==> src/rtl/cursor_tx_scheduler_if.sv <==
// Signal bundle between the decoder pipeline, the scheduler and the 6-byte
// cursor UART transmitter.
// Handshake: in_valid is a one-clock sample strobe with no backpressure, and
// every strobed sample is consumed. tx_send is a one-clock launch that the
// transmitter accepts by raising tx_busy. tx_send is only issued while
// tx_busy is low.
interface cursor_tx_scheduler_if;
   logic              enable;
   logic              in_valid;
   logic signed [7:0] in_dx;
   logic signed [7:0] in_dy;
   logic [1:0]        in_buttons;
   logic [3:0]        in_safety;
   logic              tx_busy;
   logic              tx_send;
   logic signed [7:0] tx_dx;
   logic signed [7:0] tx_dy;
   logic [1:0]        tx_buttons;
   logic [3:0]        tx_safety;
   logic [7:0]        tx_frame_id;
   logic              acc_sat;
   logic              tx_fault;

   modport master (
      input  enable, in_valid, in_dx, in_dy, in_buttons, in_safety, tx_busy,
      output tx_send, tx_dx, tx_dy, tx_buttons, tx_safety, tx_frame_id,
             acc_sat, tx_fault
   );

   modport slave (
      output enable, in_valid, in_dx, in_dy, in_buttons, in_safety, tx_busy,
      input  tx_send, tx_dx, tx_dy, tx_buttons, tx_safety, tx_frame_id,
             acc_sat, tx_fault
   );
endinterface

==> src/rtl/cursor_tx_scheduler.sv <==
// Frame scheduler for the cursor UART transmitter. It accumulates motion,
// decides when a frame is due, launches it, enforces the inter-frame gap
// and flags a transmitter that never accepts a launch.
module cursor_tx_scheduler #(
   parameter int MIN_GAP_CLKS   = 1000,
   parameter int HEARTBEAT_CLKS = 5000000,
   parameter int ACC_W          = 12
) (
   input  logic                  clk,
   input  logic                  rst,
   cursor_tx_scheduler_if.master bus,
   output logic [2:0]            dbg_state_o
);
   typedef enum logic [2:0] {
      IDLE      = 3'd0,
      LAUNCH    = 3'd1,
      WAIT_BUSY = 3'd2,
      WAIT_DONE = 3'd3,
      GAP       = 3'd4
   } state_t;

   // Two guard bits so acc - emitted + delta never wraps before clipping.
   localparam int SW    = ACC_W + 2;
   localparam int HB_W  = $clog2(HEARTBEAT_CLKS + 1);
   localparam int GAP_W = $clog2(MIN_GAP_CLKS + 1);

   localparam logic signed [SW-1:0]    ACC_MAX  = SW'((2 ** (ACC_W - 1)) - 1);
   localparam logic signed [SW-1:0]    ACC_MIN  = -ACC_MAX;
   localparam logic signed [ACC_W-1:0] CLAMP_HI = ACC_W'(127);
   localparam logic signed [ACC_W-1:0] CLAMP_LO = -CLAMP_HI;
   localparam logic [HB_W-1:0]         HB_LIM   = HB_W'(HEARTBEAT_CLKS - 1);
   localparam logic [GAP_W-1:0]        GAP_LAST = GAP_W'(MIN_GAP_CLKS - 1);

   state_t                  state_q, state_d;
   logic signed [ACC_W-1:0] acc_x_q, acc_y_q, acc_x_d, acc_y_d;
   logic signed [7:0]       tx_dx_q, tx_dy_q, emit_x, emit_y;
   logic [1:0]              tx_buttons_q;
   logic [3:0]              tx_safety_q;
   logic [7:0]              tx_frame_id_q, fid_cnt_q;
   logic [HB_W-1:0]         hb_q;
   logic [1:0]              wb_cnt_q;
   logic [GAP_W-1:0]        gap_cnt_q;
   logic                    acc_sat_q, tx_fault_q;
   logic                    trigger, launch, clip_any, wb_timeout;
   logic signed [SW-1:0]    sum_x, sum_y;
   logic [ACC_W:0]          sat_x, sat_y;

   // Clip to the symmetric accumulator range; the MSB of the result flags a clip.
   function automatic logic [ACC_W:0] sat_acc(input logic signed [SW-1:0] v);
      if (v > ACC_MAX)      sat_acc = {1'b1, ACC_MAX[ACC_W-1:0]};
      else if (v < ACC_MIN) sat_acc = {1'b1, ACC_MIN[ACC_W-1:0]};
      else                  sat_acc = {1'b0, v[ACC_W-1:0]};
   endfunction

   // Frame delta: -128 is never emitted, so the range is symmetric.
   function automatic logic signed [7:0] clamp8(input logic signed [ACC_W-1:0] a);
      if (a > CLAMP_HI)      clamp8 = 8'sd127;
      else if (a < CLAMP_LO) clamp8 = -8'sd127;
      else                   clamp8 = a[7:0];
   endfunction

   // Frame-due decision and next accumulator value, including launch residue.
   always_comb begin
      emit_x  = clamp8(acc_x_q);
      emit_y  = clamp8(acc_y_q);
      trigger = bus.enable && !bus.tx_busy &&
                ((acc_x_q != '0) || (acc_y_q != '0) ||
                 (bus.in_buttons != tx_buttons_q) ||
                 (bus.in_safety != tx_safety_q) || (hb_q >= HB_LIM));
      launch  = (state_q == IDLE) && trigger;
      sum_x   = SW'(acc_x_q);
      sum_y   = SW'(acc_y_q);
      if (launch) begin
         sum_x = sum_x - SW'(emit_x);
         sum_y = sum_y - SW'(emit_y);
      end
      if (bus.in_valid) begin
         sum_x = sum_x + SW'($signed(bus.in_dx));
         sum_y = sum_y + SW'($signed(bus.in_dy));
      end
      sat_x    = sat_acc(sum_x);
      sat_y    = sat_acc(sum_y);
      acc_x_d  = sat_x[ACC_W-1:0];
      acc_y_d  = sat_y[ACC_W-1:0];
      clip_any = sat_x[ACC_W] | sat_y[ACC_W];
      if (!bus.enable) begin
         acc_x_d  = '0;
         acc_y_d  = '0;
         clip_any = 1'b0;
      end
   end

   // Next-state logic; an in-flight frame always runs to completion.
   always_comb begin
      state_d    = state_q;
      wb_timeout = (state_q == WAIT_BUSY) && !bus.tx_busy && (wb_cnt_q == 2'd3);
      case (state_q)
         IDLE:      if (launch) state_d = LAUNCH;
         LAUNCH:    state_d = WAIT_BUSY;
         WAIT_BUSY: begin
            if (bus.tx_busy)     state_d = WAIT_DONE;
            else if (wb_timeout) state_d = GAP;
         end
         WAIT_DONE: if (!bus.tx_busy) state_d = GAP;
         GAP:       if (gap_cnt_q == GAP_LAST) state_d = IDLE;
         default:   state_d = IDLE;
      endcase
   end

   // State register.
   always_ff @(posedge clk) begin
      if (rst) state_q <= IDLE;
      else     state_q <= state_d;
   end

   // Accumulators, frame fields, timers and sticky flags.
   always_ff @(posedge clk) begin
      if (rst) begin
         acc_x_q       <= '0;
         acc_y_q       <= '0;
         tx_dx_q       <= '0;
         tx_dy_q       <= '0;
         tx_buttons_q  <= '0;
         tx_safety_q   <= '0;
         tx_frame_id_q <= '0;
         fid_cnt_q     <= '0;
         hb_q          <= '0;
         wb_cnt_q      <= '0;
         gap_cnt_q     <= '0;
         acc_sat_q     <= 1'b0;
         tx_fault_q    <= 1'b0;
      end else begin
         acc_x_q <= acc_x_d;
         acc_y_q <= acc_y_d;
         if (clip_any) acc_sat_q <= 1'b1;
         if (launch) begin
            tx_dx_q       <= emit_x;
            tx_dy_q       <= emit_y;
            tx_buttons_q  <= bus.in_buttons;
            tx_safety_q   <= bus.in_safety;
            tx_frame_id_q <= fid_cnt_q;
            fid_cnt_q     <= fid_cnt_q + 8'd1;
         end
         if (state_q == LAUNCH) hb_q <= '0;
         else if (hb_q != '1)   hb_q <= hb_q + 1'b1;
         wb_cnt_q  <= (state_q == WAIT_BUSY) ? wb_cnt_q + 2'd1 : 2'd0;
         gap_cnt_q <= (state_q == GAP) ? gap_cnt_q + 1'b1 : '0;
         if (wb_timeout) tx_fault_q <= 1'b1;
      end
   end

   assign bus.tx_send     = (state_q == LAUNCH);
   assign bus.tx_dx       = tx_dx_q;
   assign bus.tx_dy       = tx_dy_q;
   assign bus.tx_buttons  = tx_buttons_q;
   assign bus.tx_safety   = tx_safety_q;
   assign bus.tx_frame_id = tx_frame_id_q;
   assign bus.acc_sat     = acc_sat_q;
   assign bus.tx_fault    = tx_fault_q;
   assign dbg_state_o     = state_q;
endmodule
==> src/flat_wrapper.sv <==
// flat-port wrapper written by rule: the top's interface ports become plain ports
module cursor_tx_scheduler_flat 
#(
   parameter int MIN_GAP_CLKS   = 1000,
   parameter int HEARTBEAT_CLKS = 5000000,
   parameter int ACC_W          = 12
)
  (clk, rst, dbg_state_o, bus_enable, bus_in_valid, bus_in_dx, bus_in_dy, bus_in_buttons, bus_in_safety, bus_tx_busy, bus_tx_send, bus_tx_dx, bus_tx_dy, bus_tx_buttons, bus_tx_safety, bus_tx_frame_id, bus_acc_sat, bus_tx_fault);
  cursor_tx_scheduler_if bus_i ();
  input  logic clk;
  input  logic rst;
  output logic [2:0] dbg_state_o;
  input wire logic [$bits(bus_i.enable)-1:0] bus_enable;
  input wire logic [$bits(bus_i.in_valid)-1:0] bus_in_valid;
  input wire logic [$bits(bus_i.in_dx)-1:0] bus_in_dx;
  input wire logic [$bits(bus_i.in_dy)-1:0] bus_in_dy;
  input wire logic [$bits(bus_i.in_buttons)-1:0] bus_in_buttons;
  input wire logic [$bits(bus_i.in_safety)-1:0] bus_in_safety;
  input wire logic [$bits(bus_i.tx_busy)-1:0] bus_tx_busy;
  output wire logic [$bits(bus_i.tx_send)-1:0] bus_tx_send;
  output wire logic [$bits(bus_i.tx_dx)-1:0] bus_tx_dx;
  output wire logic [$bits(bus_i.tx_dy)-1:0] bus_tx_dy;
  output wire logic [$bits(bus_i.tx_buttons)-1:0] bus_tx_buttons;
  output wire logic [$bits(bus_i.tx_safety)-1:0] bus_tx_safety;
  output wire logic [$bits(bus_i.tx_frame_id)-1:0] bus_tx_frame_id;
  output wire logic [$bits(bus_i.acc_sat)-1:0] bus_acc_sat;
  output wire logic [$bits(bus_i.tx_fault)-1:0] bus_tx_fault;
  assign bus_i.enable = bus_enable;
  assign bus_i.in_valid = bus_in_valid;
  assign bus_i.in_dx = bus_in_dx;
  assign bus_i.in_dy = bus_in_dy;
  assign bus_i.in_buttons = bus_in_buttons;
  assign bus_i.in_safety = bus_in_safety;
  assign bus_i.tx_busy = bus_tx_busy;
  assign bus_tx_send = bus_i.tx_send;
  assign bus_tx_dx = bus_i.tx_dx;
  assign bus_tx_dy = bus_i.tx_dy;
  assign bus_tx_buttons = bus_i.tx_buttons;
  assign bus_tx_safety = bus_i.tx_safety;
  assign bus_tx_frame_id = bus_i.tx_frame_id;
  assign bus_acc_sat = bus_i.acc_sat;
  assign bus_tx_fault = bus_i.tx_fault;
  cursor_tx_scheduler #(.MIN_GAP_CLKS(MIN_GAP_CLKS), .HEARTBEAT_CLKS(HEARTBEAT_CLKS), .ACC_W(ACC_W)) u_core (.clk(clk), .rst(rst), .bus(bus_i), .dbg_state_o(dbg_state_o));
endmodule
==> config.mk <==
export PLATFORM = sky130hd
export DESIGN_NAME = cursor_tx_scheduler_flat
export DESIGN_NICKNAME = d
export VERILOG_FILES = /design/src/rtl/cursor_tx_scheduler_if.sv /design/src/rtl/cursor_tx_scheduler.sv /design/src/flat_wrapper.sv
export SDC_FILE = /design/constraint.sdc
export NUM_CORES = 1
export LEC_CHECK = 0
export ABC_CLOCK_PERIOD_IN_PS = 6400
export CORE_MARGIN = 3
export CORE_UTILIZATION = 35
export CTS_CLUSTER_SIZE = 8
export DETAILED_ROUTE_END_ITERATION = 7
export PLACE_DENSITY_LB_ADDON = 0.1
export SETUP_SLACK_MARGIN = 0.15
export SLEW_MARGIN = 40
export SYNTH_ARGS = -nofsm -noshare
export SYNTH_HDL_FRONTEND = slang
export SYNTH_SLANG_ARGS = --single-unit
==> constraint.sdc <==
create_clock -name clk -period 6.4 [get_ports clk]
set_input_delay 0.96 -clock clk [delete_from_list [all_inputs] [get_ports clk]]
set_output_delay 0.96 -clock clk [all_outputs]
set_load 0.01 [all_outputs]
; After elaboration in Yosys (flattened, before gate mapping)
; Index checks and enable logic that the tools add are counted.
[classes]
add_sub_neg = 8
n_lt_le_gt_ge = 9
eq_ne = 13
mux = 19
bitwise = 4
reduce_logical = 20
[op_table]
columns = op, count
row1 = 14-bit 2-to-1 mux, 4
row2 = 13-bit 2-to-1 mux, 4
row3 = 8-bit 2-to-1 mux, 4
row4 = 14-bit by 8-bit adder with 14-bit output, 2
row5 = "14-bit by 12-bit > comparator with 1-bit output, second input constant", 2
row6 = "14-bit by 12-bit < comparator with 1-bit output, second input constant", 2
row7 = 12-bit by 8-bit subtractor with 13-bit output, 2
row8 = "12-bit by 8-bit > comparator with 1-bit output, second input constant", 2
row9 = "12-bit by 8-bit < comparator with 1-bit output, second input constant", 2
row10 = 12-bit nonzero test, 2
row11 = "23-bit by 1-bit adder with 23-bit output, second input constant", 1
row12 = "23-bit >= comparator, second input constant", 1
row13 = "23-bit != test, second input constant", 1
row14 = 3-bit 2-to-1 mux, 5
row15 = 3-bit one-hot mux with 5 select lines, 1
row16 = "10-bit by 1-bit adder with 10-bit output, second input constant", 1
row17 = "10-bit == test, second input constant", 1
row18 = "8-bit by 1-bit adder with 8-bit output, second input constant", 1
row19 = 2-bit OR reduction, 4
row20 = "3-bit by 2-bit == test with 1-bit output, second input constant", 2
row21 = 3-bit OR reduction, 2
row22 = 1-bit logical AND, 5
row23 = 1-bit logical OR, 4
row24 = "2-bit by 1-bit != test with 1-bit output, second input constant", 2
row25 = 14 further kinds, 16
[word_totals]
ff_bits = 102
input_bits = 27
output_inout_bits = 36
word_cells = 89

; Longest topological paths before layout
; Gate-level depths: netlist (run 1).
[depth]
depth_word = 15
mapped_depth = 28
mapped_depth_nobuf = 26

; Worst setup path after synthesis (run 1)
; No wires, ideal clock.
[synth_timing]
path_type = input port to flip-flop
start = in bus_in_safety[0]
end = reg u_core.acc_sat_q, in the netlist u_core.bus.acc_sat
setup_time_ns = 0.081
arrival_ns = 5.433
required_time_ns = 6.319
slack_ns = 0.886
path_stages = 20
n_path_buf = 5
path_cell_list = xnor2_1 -> nand3_1 -> or4_4 -> o31ai_4 -> buf_6 -> buf_4 -> buf_4 -> buf_2 -> buf_2 -> o22a_1 -> ha_1 -> a21oi_1 -> nand2_1 -> o31a_1 -> a31o_2 -> a2111oi_0 -> o22ai_1 -> a211o_1 -> a21boi_1 -> a41oi_1
[synth_between]
elab_chain_cells = 13
elab_cells_between_ends = 21
classes_between = add/sub (2) / order compare (4) / eq/ne (1) / mux (9) / bitwise (1) / reduce/logical (4)
[synth_lines]
columns = element, line_no
row1 = start: declaration, flat_wrapper.sv:18  ; input wire logic [$bits(bus_i.in_safety)-1:0] bus_in_safety;
row2 = 4-bit != test (*), cursor_tx_scheduler.sv:69  ; (bus.in_safety != tx_safety_q) || (hb_q >= HB_LIM));
row3 = 1-bit logical OR (*), cursor_tx_scheduler.sv:68  ; (bus.in_buttons != tx_buttons_q) ||
row4 = 1-bit logical OR (*), cursor_tx_scheduler.sv:69
row5 = 1-bit logical AND (*), cursor_tx_scheduler.sv:66  ; trigger = bus.enable && !bus.tx_busy &&
row6 = 1-bit logical AND (*), cursor_tx_scheduler.sv:70  ; launch = (state_q == IDLE) && trigger;
row7 = 14-bit 2-to-1 mux, cursor_tx_scheduler.sv:73  ; if (launch) begin
row8 = "14-bit by 8-bit adder with 14-bit output, on equally long branches", "cursor_tx_scheduler.sv:78, cursor_tx_scheduler.sv:79"
row9 = 14-bit 2-to-1 mux, cursor_tx_scheduler.sv:77  ; if (bus.in_valid) begin
row10 = 14-bit by 12-bit < comparator with 1-bit output, cursor_tx_scheduler.sv:51  ; else if (v < ACC_MIN) sat_acc = {1'b1, ACC_MIN[ACC_W-1:0]};
row11 = 13-bit 2-to-1 mux, cursor_tx_scheduler.sv:51
row12 = 13-bit 2-to-1 mux, cursor_tx_scheduler.sv:50  ; if (v > ACC_MAX) sat_acc = {1'b1, ACC_MAX[ACC_W-1:0]};
row13 = 1-bit bitwise OR (*), cursor_tx_scheduler.sv:85  ; clip_any = sat_x[ACC_W] | sat_y[ACC_W];
row14 = 1-bit 2-to-1 mux (*), cursor_tx_scheduler.sv:86  ; if (!bus.enable) begin
row15 = end signal: assignment, cursor_tx_scheduler.sv:130  ; acc_sat_q <= 1'b0;
row16 = end signal: assignment, cursor_tx_scheduler.sv:135  ; if (clip_any) acc_sat_q <= 1'b1;
row17 = end: declaration, cursor_tx_scheduler.sv:43  ; logic acc_sat_q, tx_fault_q;
; Mark *: on every way between the ends. The rest lies on a longest branch, timed or not.
; A chain may end at the register's enable or synchronous reset.

; Worst setup path after layout (run 1)
[layout_timing]
start = reg u_core.acc_y_q[6]
end = reg u_core.acc_sat_q, in the netlist u_core.bus.acc_sat
[layout_between]
elab_cells_between_ends = 28
classes_between = add/sub (3) / order compare (6) / mux (11) / bitwise (1) / reduce/logical (7)
[layout_lines]
columns = element, line_no
row1 = start: declaration, cursor_tx_scheduler.sv:35  ; logic signed [ACC_W-1:0] acc_x_q, acc_y_q, acc_x_d, acc_y_d;
row2 = start signal: assignment, cursor_tx_scheduler.sv:134  ; acc_y_q <= acc_y_d;
row3 = 12-bit by 8-bit < comparator with 1-bit output, cursor_tx_scheduler.sv:58  ; else if (a < CLAMP_LO) clamp8 = -8'sd127;
row4 = 8-bit 2-to-1 mux, cursor_tx_scheduler.sv:58
row5 = 8-bit 2-to-1 mux (*), cursor_tx_scheduler.sv:57  ; if (a > CLAMP_HI) clamp8 = 8'sd127;
row6 = via u_core.emit_y[0], cursor_tx_scheduler.sv:36  ; logic signed [7:0] tx_dx_q, tx_dy_q, emit_x, emit_y;
row7 = 12-bit by 8-bit subtractor with 13-bit output (*), cursor_tx_scheduler.sv:75  ; sum_y = sum_y - SW'(emit_y);
row8 = 14-bit 2-to-1 mux (*), cursor_tx_scheduler.sv:73
row9 = 14-bit by 8-bit adder with 14-bit output, cursor_tx_scheduler.sv:79  ; sum_y = sum_y + SW'($signed(bus.in_dy));
row10 = 14-bit 2-to-1 mux (*), cursor_tx_scheduler.sv:77
row11 = 14-bit by 12-bit < comparator with 1-bit output, cursor_tx_scheduler.sv:51
row12 = 13-bit 2-to-1 mux, cursor_tx_scheduler.sv:51
row13 = 13-bit 2-to-1 mux (*), cursor_tx_scheduler.sv:50
row14 = 1-bit bitwise OR (*), cursor_tx_scheduler.sv:85
row15 = 1-bit 2-to-1 mux (*), cursor_tx_scheduler.sv:86
; Mark *: on every way through the listed nets, which the timed path passes. The rest lies on a longest branch.

==> results_dict.tcl, run 1 <==
set metrics [dict create \
    status "complete, no violations" \
    initialDrtViolationCount 340 \
    skew_ns 0.01104 \
    postCtsSetupRepairBufs 0 \
    syn2layout_area_growth_pct 16.58 \
    layout-drive-gt1-share_pct 6.175 \
    vias_per_cell 5.239 \
    yosysWarnings 0 \
    ys_types 78 \
    dp_hpwl_microns 14710 \
    grt_pass1_wl_microns 31880 \
    syn_area_per_cell_sq_um 7.716 \
    coreArea_sq_mm 0.02036 \
    vdd_ir_drop_max_mv 0.2338 \
    fin_crit_ns 5.742 \
    period_share_pct 89.73 \
    vias 6675 \
    rsz0062_at_grt "false" \
    synth_top_area_cell "dfxtp_1" \
    crit_family "compound AO/OA/AOI/OAI gates" \
    netlist_top_cells_area "dfxtp_1 (28%), ha_1 (8.9%), a21oi_1 (6.3%), nor2_1 (6.0%), nand2_1 (5.5%)" \
    synth.most_common_cell "nor2_1" \
    grt_usage_pct 17.41 \
    ioPinCount 63 \
    portBuffers 62 \
    cp.arrival_ns 6.01 \
    grt_pass1_vias 6364 \
    slew_viol_final 0 \
    post-place-cells 1258 \
    cts_sinks 102 \
    setup_viol 0 \
    htreeDepth 3 \
    routed_wl_microns 19180 \
    cts.path.max_buffers 2 \
    start_util_pct 35.88 \
    syn_area_sq_mm 0.007307 \
    finalHoldViolCount 0 \
    synth_edf_count 0 \
    drv_cap 0 \
    cp-start-kind "flip-flop" \
    hold_buffers 0 \
    yosys-top-cells-count "nor2_1 (117), nand2_1 (108), dfxtp_1 (102)" \
    final_cells 1274 \
    design.die.area_sq_mm 0.02265 \
    cts_made_buffers 9 \
    num_rows 52 \
    crit_chain "nor4_2 > a21o_1 > nand2_1 > nand2_1 > ha_1 > inv_1 > fa_1 > a211o_1 > a221o_1 > a41oi_1 > xnor2_1 > mux2_2 > ha_1 > or3_1 > o31a_1 > a31o_2 > a2111oi_2 > o22ai_1 > a211o_1 > a21boi_1 > a41oi_1" \
    crit_type "flip-flop to flip-flop" \
    synthCells 947 \
    gp_congestion 0.8239 \
    synth-async-reset-ratio_pct 0 \
    min_path_type "flip-flop to flip-flop" \
    antenna_found_initial 0 \
    cts_tree "done" \
    p_per_area_mw_per_mm2 467.6 \
    nets 1082 \
    cts.reportedPaths.clkPinSlew_ns 0.08 \
    overflow 0 \
    cp.required_ns 6.67 \
    die_width_microns 150.5 \
    diodes 0 \
    cp_max_fo 7 \
    leakagePower_uw 0.003318 \
    crit_path_max_incr_delay_ns 0.44 \
    synthFlopType "dfxtp_1" \
    crit_slowest_cell "fa_1" \
    synth-seq-cells 102 \
    die_y_microns 150.5 \
    relSlewSlack_pct 61.10 \
    nFillCells 2144 \
    tightest_slew_ns 0.5829 \
    synth_fp_nets 1030 \
    route.detailed.drc 0 \
    end_kind "flip-flop" \
    clk_latency_ns 0.35 \
    synth_top_area_share_pct 27.95 \
    ant_nets 0 \
    grt_max_degree 50 \
    max_freq_mhz 174.1 \
    routedWlPerCell_microns 15.06 \
    seq_area_frac_synth_pct 27.95 \
    firstDrtPassIters 4 \
    total_power_uw 3983 \
    tns_ns 0 \
    critPathBufInv 1 \
    clockRootBuffer "clkbuf_16" \
]
==> timing repair <==
action	CTS	global route
endpoints found under the hold margin	0	0
resized for setup	0	2
setup endpoints to repair	0	12
==> stage by stage <==
step | hold WS, ns | cell area (sq um) | utilization (%) | setup WS, ns
floorplan | 0.4064 | 7307 | - | 0.8861
global placement | 0.4251 | 8213 | 40.33 | 0.4584
detailed placement | 0.4320 | 8213 | 40.33 | 0.3044
CTS | 0.4435 | 8512 | 41.80 | 0.4238
global route | 0.4719 | 8518 | 41.83 | 0.2591
finish | 0.4339 | 8518 | 41.83 | 0.6575
==> power by group <==
group | total [uW] | switching, uW | internal (uW)
Sequential | 810 | 100 | 710
Combinational | 2620 | 1480 | 1140
Clock | 555 | 262 | 293
Total | 3980 | 1840 | 2140
==> area by class of cell <==
cell class                      instances  area, sq um  share of cell area, %
Multi-Input combinational cell        770         4951                  58.12
Inverter                               40        150.1                  1.763
Clock buffer                           11        252.7                  2.967
Timing Repair Buffer                   76        738.2                  8.666
Sequential cell                       102         2042                  23.97
Tap cell                              270        337.8                  3.966
Clock inverter                          5        46.29                 0.5435
==> worst reg2reg max path: stages (launching register included) <==
cell and delay [ns]:
dfxtp_1 0.37, nor4_2 0.35, a21o_1 0.16, nand2_1 0.14, nand2_1 0.13, ha_1 0.17
inv_1 0.06, fa_1 0.44, a211o_1 0.32, a221o_1 0.33, a41oi_1 0.37, xnor2_1 0.10
mux2_2 0.29, ha_1 0.21, or3_1 0.31, o31a_1 0.27, a31o_2 0.27, a2111oi_2 0.42
o22ai_1 0.27, a211o_1 0.33, a21boi_1 0.17, a41oi_1 0.21
==> per-layer routing <==
layer | part of all wire (%) | wire (microns) | vias to the layer above | GRT usage (%)
met2 | 48 | 9199 | 78 | 29.54
met5 | 0 | 0 | - | 0
li1 | - | - | 3487 | -
met4 | 1.2 | 237 | 0 | 3.614
met1 | 48 | 9174 | 3094 | 23.41
met3 | 3.0 | 572 | 16 | 2.800
==> path summary, 6_finish.rpt <==
check                                   startpoint                 end  slack, ns  depth (start not counted)
worst min register to register  u_core.wb_cnt_q[0]  u_core.wb_cnt_q[0]       0.43                          1
worst min-delay path            u_core.wb_cnt_q[0]  u_core.wb_cnt_q[0]       0.43                          1
worst max register to register   u_core.acc_y_q[6]  u_core.bus.acc_sat       0.66                         21
worst max-delay path             u_core.acc_y_q[6]  u_core.bus.acc_sat       0.66                         21
==> sequential cells by signal, indices dropped and copies added (netlist names), 3 cells and up <==
| signal | flops |
|---|---|
| u_core.hb_q | 23 |
| u_core.acc_y_q | 12 |
| u_core.acc_x_q | 12 |
| u_core.bus.tx_frame_id | 8 |
| u_core.bus.tx_safety | 4 |
| u_core.bus.tx_dy | 8 |
| u_core.gap_cnt_q | 10 |
| u_core.fid_cnt_q | 8 |
| u_core.bus.tx_dx | 8 |
| u_core.dbg_state_o | 3 |
==> layout by cell type, fill, tap and decap left out, drive strengths merged, types with 15 or more instances in the layout <==
master and instances:
a21oi 92, and3 15, clkdlybuf4s50 62, dfxtp 102, ha 52, inv 43
nand2 108, nand3 46, nand4 22, nor2 118, nor3 19, o21ai 47
xnor2 41, xor2 34
==> cells by family after synthesis <==
| family | count (synthesis) | share of synthesized area [%] |
|---|---|---|
| adder cells (fa/ha/maj) | 56 | 10.00 |
| buffers and inverters | 75 | 4.383 |
| XOR/XNOR | 75 | 8.990 |
| flip-flops | 102 | 27.95 |
| AND/OR/NAND/NOR | 388 | 25.75 |
| AO/OA/AOI/OAI | 237 | 20.86 |
| multiplexers | 14 | 2.072 |
(Power assumes the default switching activity.)
==> inputs of run 2 (changes only) <==
==> constraint.sdc (replaced) <==
create_clock -name clk -period 6.4 [get_ports clk]
set_input_delay 1.92 -clock clk [delete_from_list [all_inputs] [get_ports clk]]
set_output_delay 1.92 -clock clk [all_outputs]
set_load 0.01 [all_outputs]
==> run 2 against run 1 <==
Compared with the run above: sequential power barely moved; combinational power is 18% higher; sequential share of layout area down 1.9 points; clock skew down 0.0023 ns; register-to-register slack improved by 0.20 ns; critical path depth shrank 3; highest routed layer unchanged; first-iteration DRC count fell by 6.8%; largest power group unchanged; clock power fell by 3.6%; critical path type is now input pin to flip-flop; cell count up 6.0%.
==> results_dict.tcl, run 2 (synthesis gave the netlist of run 1 again) <==
set metrics [dict create \
    period_share_pct 93.07 \
    largest-register "u_core.hb_q" \
    cts_made_buffers 9 \
    finalInstanceArea_sq_mm 0.009248 \
    r2r-end "u_core.bus.acc_sat" \
    fin_ws_ns 0.4432 \
    cp_max_fo 11 \
    die_y_microns 150.5 \
    tightest_slew_ns 0.5459 \
    cts.reportedPaths.clkPinSlew_ns 0.08 \
    vdd_ir_drop_max_mv 0.2971 \
    reg_top3 "u_core.hb_q (23), u_core.acc_x_q (12), u_core.acc_y_q (12)" \
    cp.arrival_ns 6.23 \
    overflow 0 \
    skew_ns 0.008695 \
    gp_congestion 0.8297 \
    setup_viol 0 \
    routed_wl_microns 20390 \
    cp-start-kind "input pin" \
    cts_tree "done" \
    firstDrtPassIters 6 \
    route.detailed.drc 0 \
    die_width_microns 150.5 \
    holdCritStartpoint "u_core.wb_cnt_q[0]" \
    min_path_type "flip-flop to flip-flop" \
    final_cells 1350 \
    grt_pass1_wl_microns 33110 \
    cts_sinks 102 \
    finalHoldViolCount 0 \
    vias 6929 \
    ioPinCount 63 \
    routedWlPerCell_microns 15.10 \
    grt_max_degree 54 \
    final_cell_mix "nor2_1 (117), nand2_1 (108), dfxtp_1 (102)" \
    cp.required_ns 6.67 \
    crit_path_max_incr_delay_ns 0.57 \
    critPathLaunch "bus_in_safety[0]" \
    min_to "u_core.wb_cnt_q[0]" \
    r2r_cells 19 \
    grt_pass1_vias 6521 \
    htreeDepth 3 \
    pre_cts_slack_ns -0.4142 \
    end_kind "flip-flop" \
    drv_cap 0 \
    design.die.area_sq_mm 0.02265 \
    nets 1158 \
    coreArea_sq_mm 0.02036 \
    placed_area_sq_mm 0.008736 \
    crit_slowest_cell "or4_4" \
    clockRootBuffer "clkbuf_16" \
    vias_per_cell 5.133 \
    rsz0062_at_grt "false" \
    layout-drive-gt1-share_pct 14.81 \
    start_util_pct 35.88 \
    max_freq_mhz 167.9 \
    rrSetupSlack_ns 0.86 \
    largest_reg_flops 23 \
    cts.path.max_buffers 2 \
    initialDrtViolationCount 317 \
    worstReg2RegStart "u_core.acc_y_q[9]" \
    portBuffers 62 \
    status "complete, no violations" \
    num_rows 52 \
    crit_type "input pin to flip-flop" \
    hold_buffers 0 \
    whs_path_depth 1 \
    clk_latency_ns 0.35 \
    diodes 0 \
    relSlewSlack_pct 63.33 \
    antenna_found_initial 0 \
    ant_nets 0 \
    grt_usage_pct 18.05 \
    syn2layout_area_growth_pct 26.56 \
    slew_viol_final 0 \
    total_power_uw 4428 \
    p_per_area_mw_per_mm2 478.9 \
    dp_hpwl_microns 15490 \
    post-place-cells 1323 \
    crit_chain "dlymetal6s2s_1 > xnor2_1 > nand3_1 > or4_4 > o31ai_4 > buf_6 > buf_6 > mux2_4 > ha_1 > and4_1 > a221o_1 > a41oi_2 > a21oi_1 > xnor2_1 > and3_1 > a211o_1 > a21boi_4 > a41oi_1" \
    fin_crit_ns 5.957 \
    final_common_cell "nor2_1" \
    leakagePower_uw 0.003750 \
]
run 2: metrics by stage:
step           TNS, ns  hold slack [ns]  utilization (%)
6_report             0           0.4340            45.41
5_1_grt              0           0.4760            45.41
4_1_cts              0           0.4373            44.65
3_5_place_dp    -8.389           0.4258            42.90
3_3_place_gp    -8.228           0.4231            42.90
2_1_floorplan        0           0.4064                -
run 2: layer usage:
metal / wire [microns] / vias up / track usage, % / share of wire (%)
met5: 0 / - / 0 / 0
met2: 9605 / 67 / 30.01 / 47
li1: - / 3636 / - / -
met1: 10110 / 3215 / 25.21 / 50
met3: 560 / 11 / 3.131 / 2.7
met4: 112 / 0 / 2.333 / 0.55
run 2: what timing repair did:
item | 4_1_cts | 5_1_grt
gates resized for setup | 10 | 25
setup endpoints to repair | 23 | 23
pin swaps | 11 | 13
cloned | 0 | 1
buffers inserted | 4 | 6
run 2: area by class of cell:
| class | count | area (sq um) |
|---|---|---|
| clock buffers | 9 | 225.2 |
| clock inverters | 7 | 55.05 |
| fillers | 2115 | 11120 |
| inverters | 40 | 150.1 |
| multi-input cells | 770 | 5094 |
| flip-flops and latches | 102 | 2042 |
| well taps | 270 | 337.8 |
| repair buffers | 152 | 1344 |
run 2: report_power, final:
group | internal, uW | switching, uW
combinational | 1490 | 1600
clock | 269 | 266
sequential | 710 | 100
run 2: worst max-delay path by stage:
stage                                    end  slack, ns  depth (start not counted)
after global routing       u_core.acc_x_q[4]       0.15                         22
after floorplan           u_core.acc_x_q[10]       0.16                         24
after CTS                  u_core.acc_y_q[0]       0.15                         18
after detailed placement   u_core.acc_x_q[9]      -0.41                         20
final                     u_core.bus.acc_sat       0.44                         18
after global placement     u_core.acc_x_q[9]      -0.47                         20
run 2: critical path, delay by kind of cell:
| family | cells | cell delay [ns] |
|---|---|---|
| adders and majority gates | 1 | 0.34 |
| xor gates and xnor gates | 2 | 0.30 |
| muxes | 1 | 0.32 |
| and+or+nand+nor | 4 | 1.08 |
| buffers and inverters | 3 | 0.43 |
| AOI/OAI and AO/OA | 7 | 1.86 |
==> inputs of run 3 (changes only) <==
Settings changed: SETUP_SLACK_MARGIN 0.15 to unset.
==> run 3 against run 2 <==
Compared with the run above: cell count is 0.15% lower; worst hold slack worse by 0.0019 ns; register-to-register slack got worse by 0.11 ns; sequential share of layout area barely moved; global-route usage down 0.41 points; maximum frequency decreased by 5.1%; critical path depth grew 2; count of clock-buffer cells in the layout unchanged; wire length down 2.3%; combinational power about the same; total power up 0.25%; non-clock buffer count unchanged; highest routed layer unchanged.
==> results_dict.tcl, run 3 (synthesis gave the netlist of run 1 again) <==
set metrics [dict create \
    overflow 0 \
    power_frac_clock_pct 12.4 \
    antenna_found_initial 0 \
    post-place-cells 1329 \
    period_share_pct 98.12 \
    clockRootBuffer "clkbuf_16" \
    finalHoldViolCount 0 \
    start_util_pct 35.88 \
    gp_congestion 0.8097 \
    p_int_uw 2489 \
    grt_pass1_vias 6470 \
    combPwrFrac_pct 69.4 \
    die_y_microns 150.5 \
    largest-register "u_core.hb_q" \
    ant_nets 0 \
    syn2layout_area_growth_pct 26.61 \
    status "complete, no violations" \
    vdd_ir_drop_max_mv 0.3127 \
    nets 1158 \
    diodes 0 \
    crit_type "input pin to flip-flop" \
    fin_crit_ns 6.280 \
    tightest_slew_ns 0.5903 \
    min_path_type "flip-flop to flip-flop" \
    setup_viol 0 \
    p_sw_uw 1951 \
    total_power_uw 4440 \
    seqPwrFrac_pct 18.2 \
    dp_hpwl_microns 15310 \
    cp.required_ns 6.66 \
    clk_latency_ns 0.35 \
    switching_share_pct 43.95 \
    ioPinCount 63 \
    tns_ns 0 \
    largest_reg_flops 23 \
    slew_viol_final 0 \
    grt_max_degree 47 \
    leakagePower_uw 0.003725 \
    relSlewSlack_pct 60.60 \
    utilization_pct 45.43 \
    cts.path.max_buffers 2 \
    cp-start-kind "input pin" \
    routed_wl_microns 19930 \
    max_freq_mhz 159.2 \
    reg_top3 "u_core.hb_q (23), u_core.acc_x_q (12), u_core.acc_y_q (12)" \
    vias_per_cell 5.134 \
    cts.reportedPaths.clkPinSlew_ns 0.07 \
    vias 6921 \
    cp_max_fo 20 \
    final_common_cell "nor2_1" \
    cts_tree "done" \
    route.detailed.drc 0 \
    htreeDepth 3 \
    skew_ns 0.01028 \
    layout-drive-gt1-share_pct 14.56 \
    coreArea_sq_mm 0.02036 \
    cts_sinks 102 \
    routedWlPerCell_microns 14.78 \
    firstDrtPassIters 5 \
    grt_pass1_wl_microns 32480 \
    design.die.area_sq_mm 0.02265 \
    cts_made_buffers 9 \
    end_kind "flip-flop" \
    final_cell_mix "nor2_1 (117), nand2_1 (108), dfxtp_1 (102)" \
    grt_usage_pct 17.64 \
    die_width_microns 150.5 \
    final_cells 1348 \
    drv_cap 0 \
    portBuffers 62 \
    initialDrtViolationCount 282 \
    cp.arrival_ns 6.54 \
    p_per_area_mw_per_mm2 479.9 \
    num_rows 52 \
]
-- run 3: power by group through the flow --
stage / logic (uW) / registers (uW) / clock network (uW)
CTS: 3000 / 808 / 569
global placement: 2980 / 823 / 0
floorplan: 1980 / 799 / 0
global route: 3440 / 822 / 589
finish: 3080 / 809 / 549
detailed placement: 2970 / 821 / 0
-- run 3: cell type report --
cell class              instances  area, sq um
fillers                      2079        11110
multi-input cells             770         5084
flip-flops and latches        102         2042
repair buffers                152         1353
well taps                     270        337.8
clock buffers                   9        225.2
inverters                      40        150.1
clock inverters                 5        60.06
-- run 3: path summary, 6_finish.rpt --
path,start,endpoint,slack [ns],depth (start not counted)
worst max-delay path,bus_in_buttons[1],u_core.acc_x_q[0],0.12,20
worst min-delay path,u_core.wb_cnt_q[0],u_core.wb_cnt_q[0],0.43,1
worst max register to register,u_core.acc_y_q[7],u_core.bus.acc_sat,0.75,19
worst min register to register,u_core.wb_cnt_q[0],u_core.wb_cnt_q[0],0.43,1
-- run 3: worst max-delay path: stages --
cell and delay, ns:
clkdlybuf4s50_1 0.49, xnor2_1 0.12, nand4_1 0.12, or4_4 0.52, o31ai_4 0.31, buf_12 0.16, buf_12 0.15, mux2i_1 0.11
buf_4 0.17, fa_1 0.42, nor2b_1 0.19, o21ai_1 0.09, o211ai_1 0.21, xnor2_1 0.17, nand4_1 0.15, or4_4 0.54
a21oi_2 0.13, nand4_1 0.17, and2_1 0.22, a31oi_1 0.17
-- run 3: stage by stage --
stage | hold WS [ns] | setup slack, ns | cell area, sq um
finish | 0.4320 | 0.1201 | 9251
CTS | 0.4356 | 0.05522 | 9077
floorplan | 0.4064 | 0.01164 | 7308
detailed placement | 0.4234 | -0.4291 | 8772
global placement | 0.4201 | -0.3310 | 8772
global route | 0.4507 | -0.08216 | 9251
-- run 3: layer usage --
layer	global-route usage, %	vias up	wire (microns)	part of all wire [%]
li1	-	3636	-	-
met1	24.18	3205	9546	48
met2	29.38	66	9672	49
met3	3.101	14	532	2.7
met4	3.248	0	176	0.88
met5	0	-	0	0
-- run 3: timing repair --
action,CTS,global route
pin swaps,0,11
hold buffers,0,0
resized for setup,4,32
endpoints found under the setup margin,11,23
setup buffers,0,5
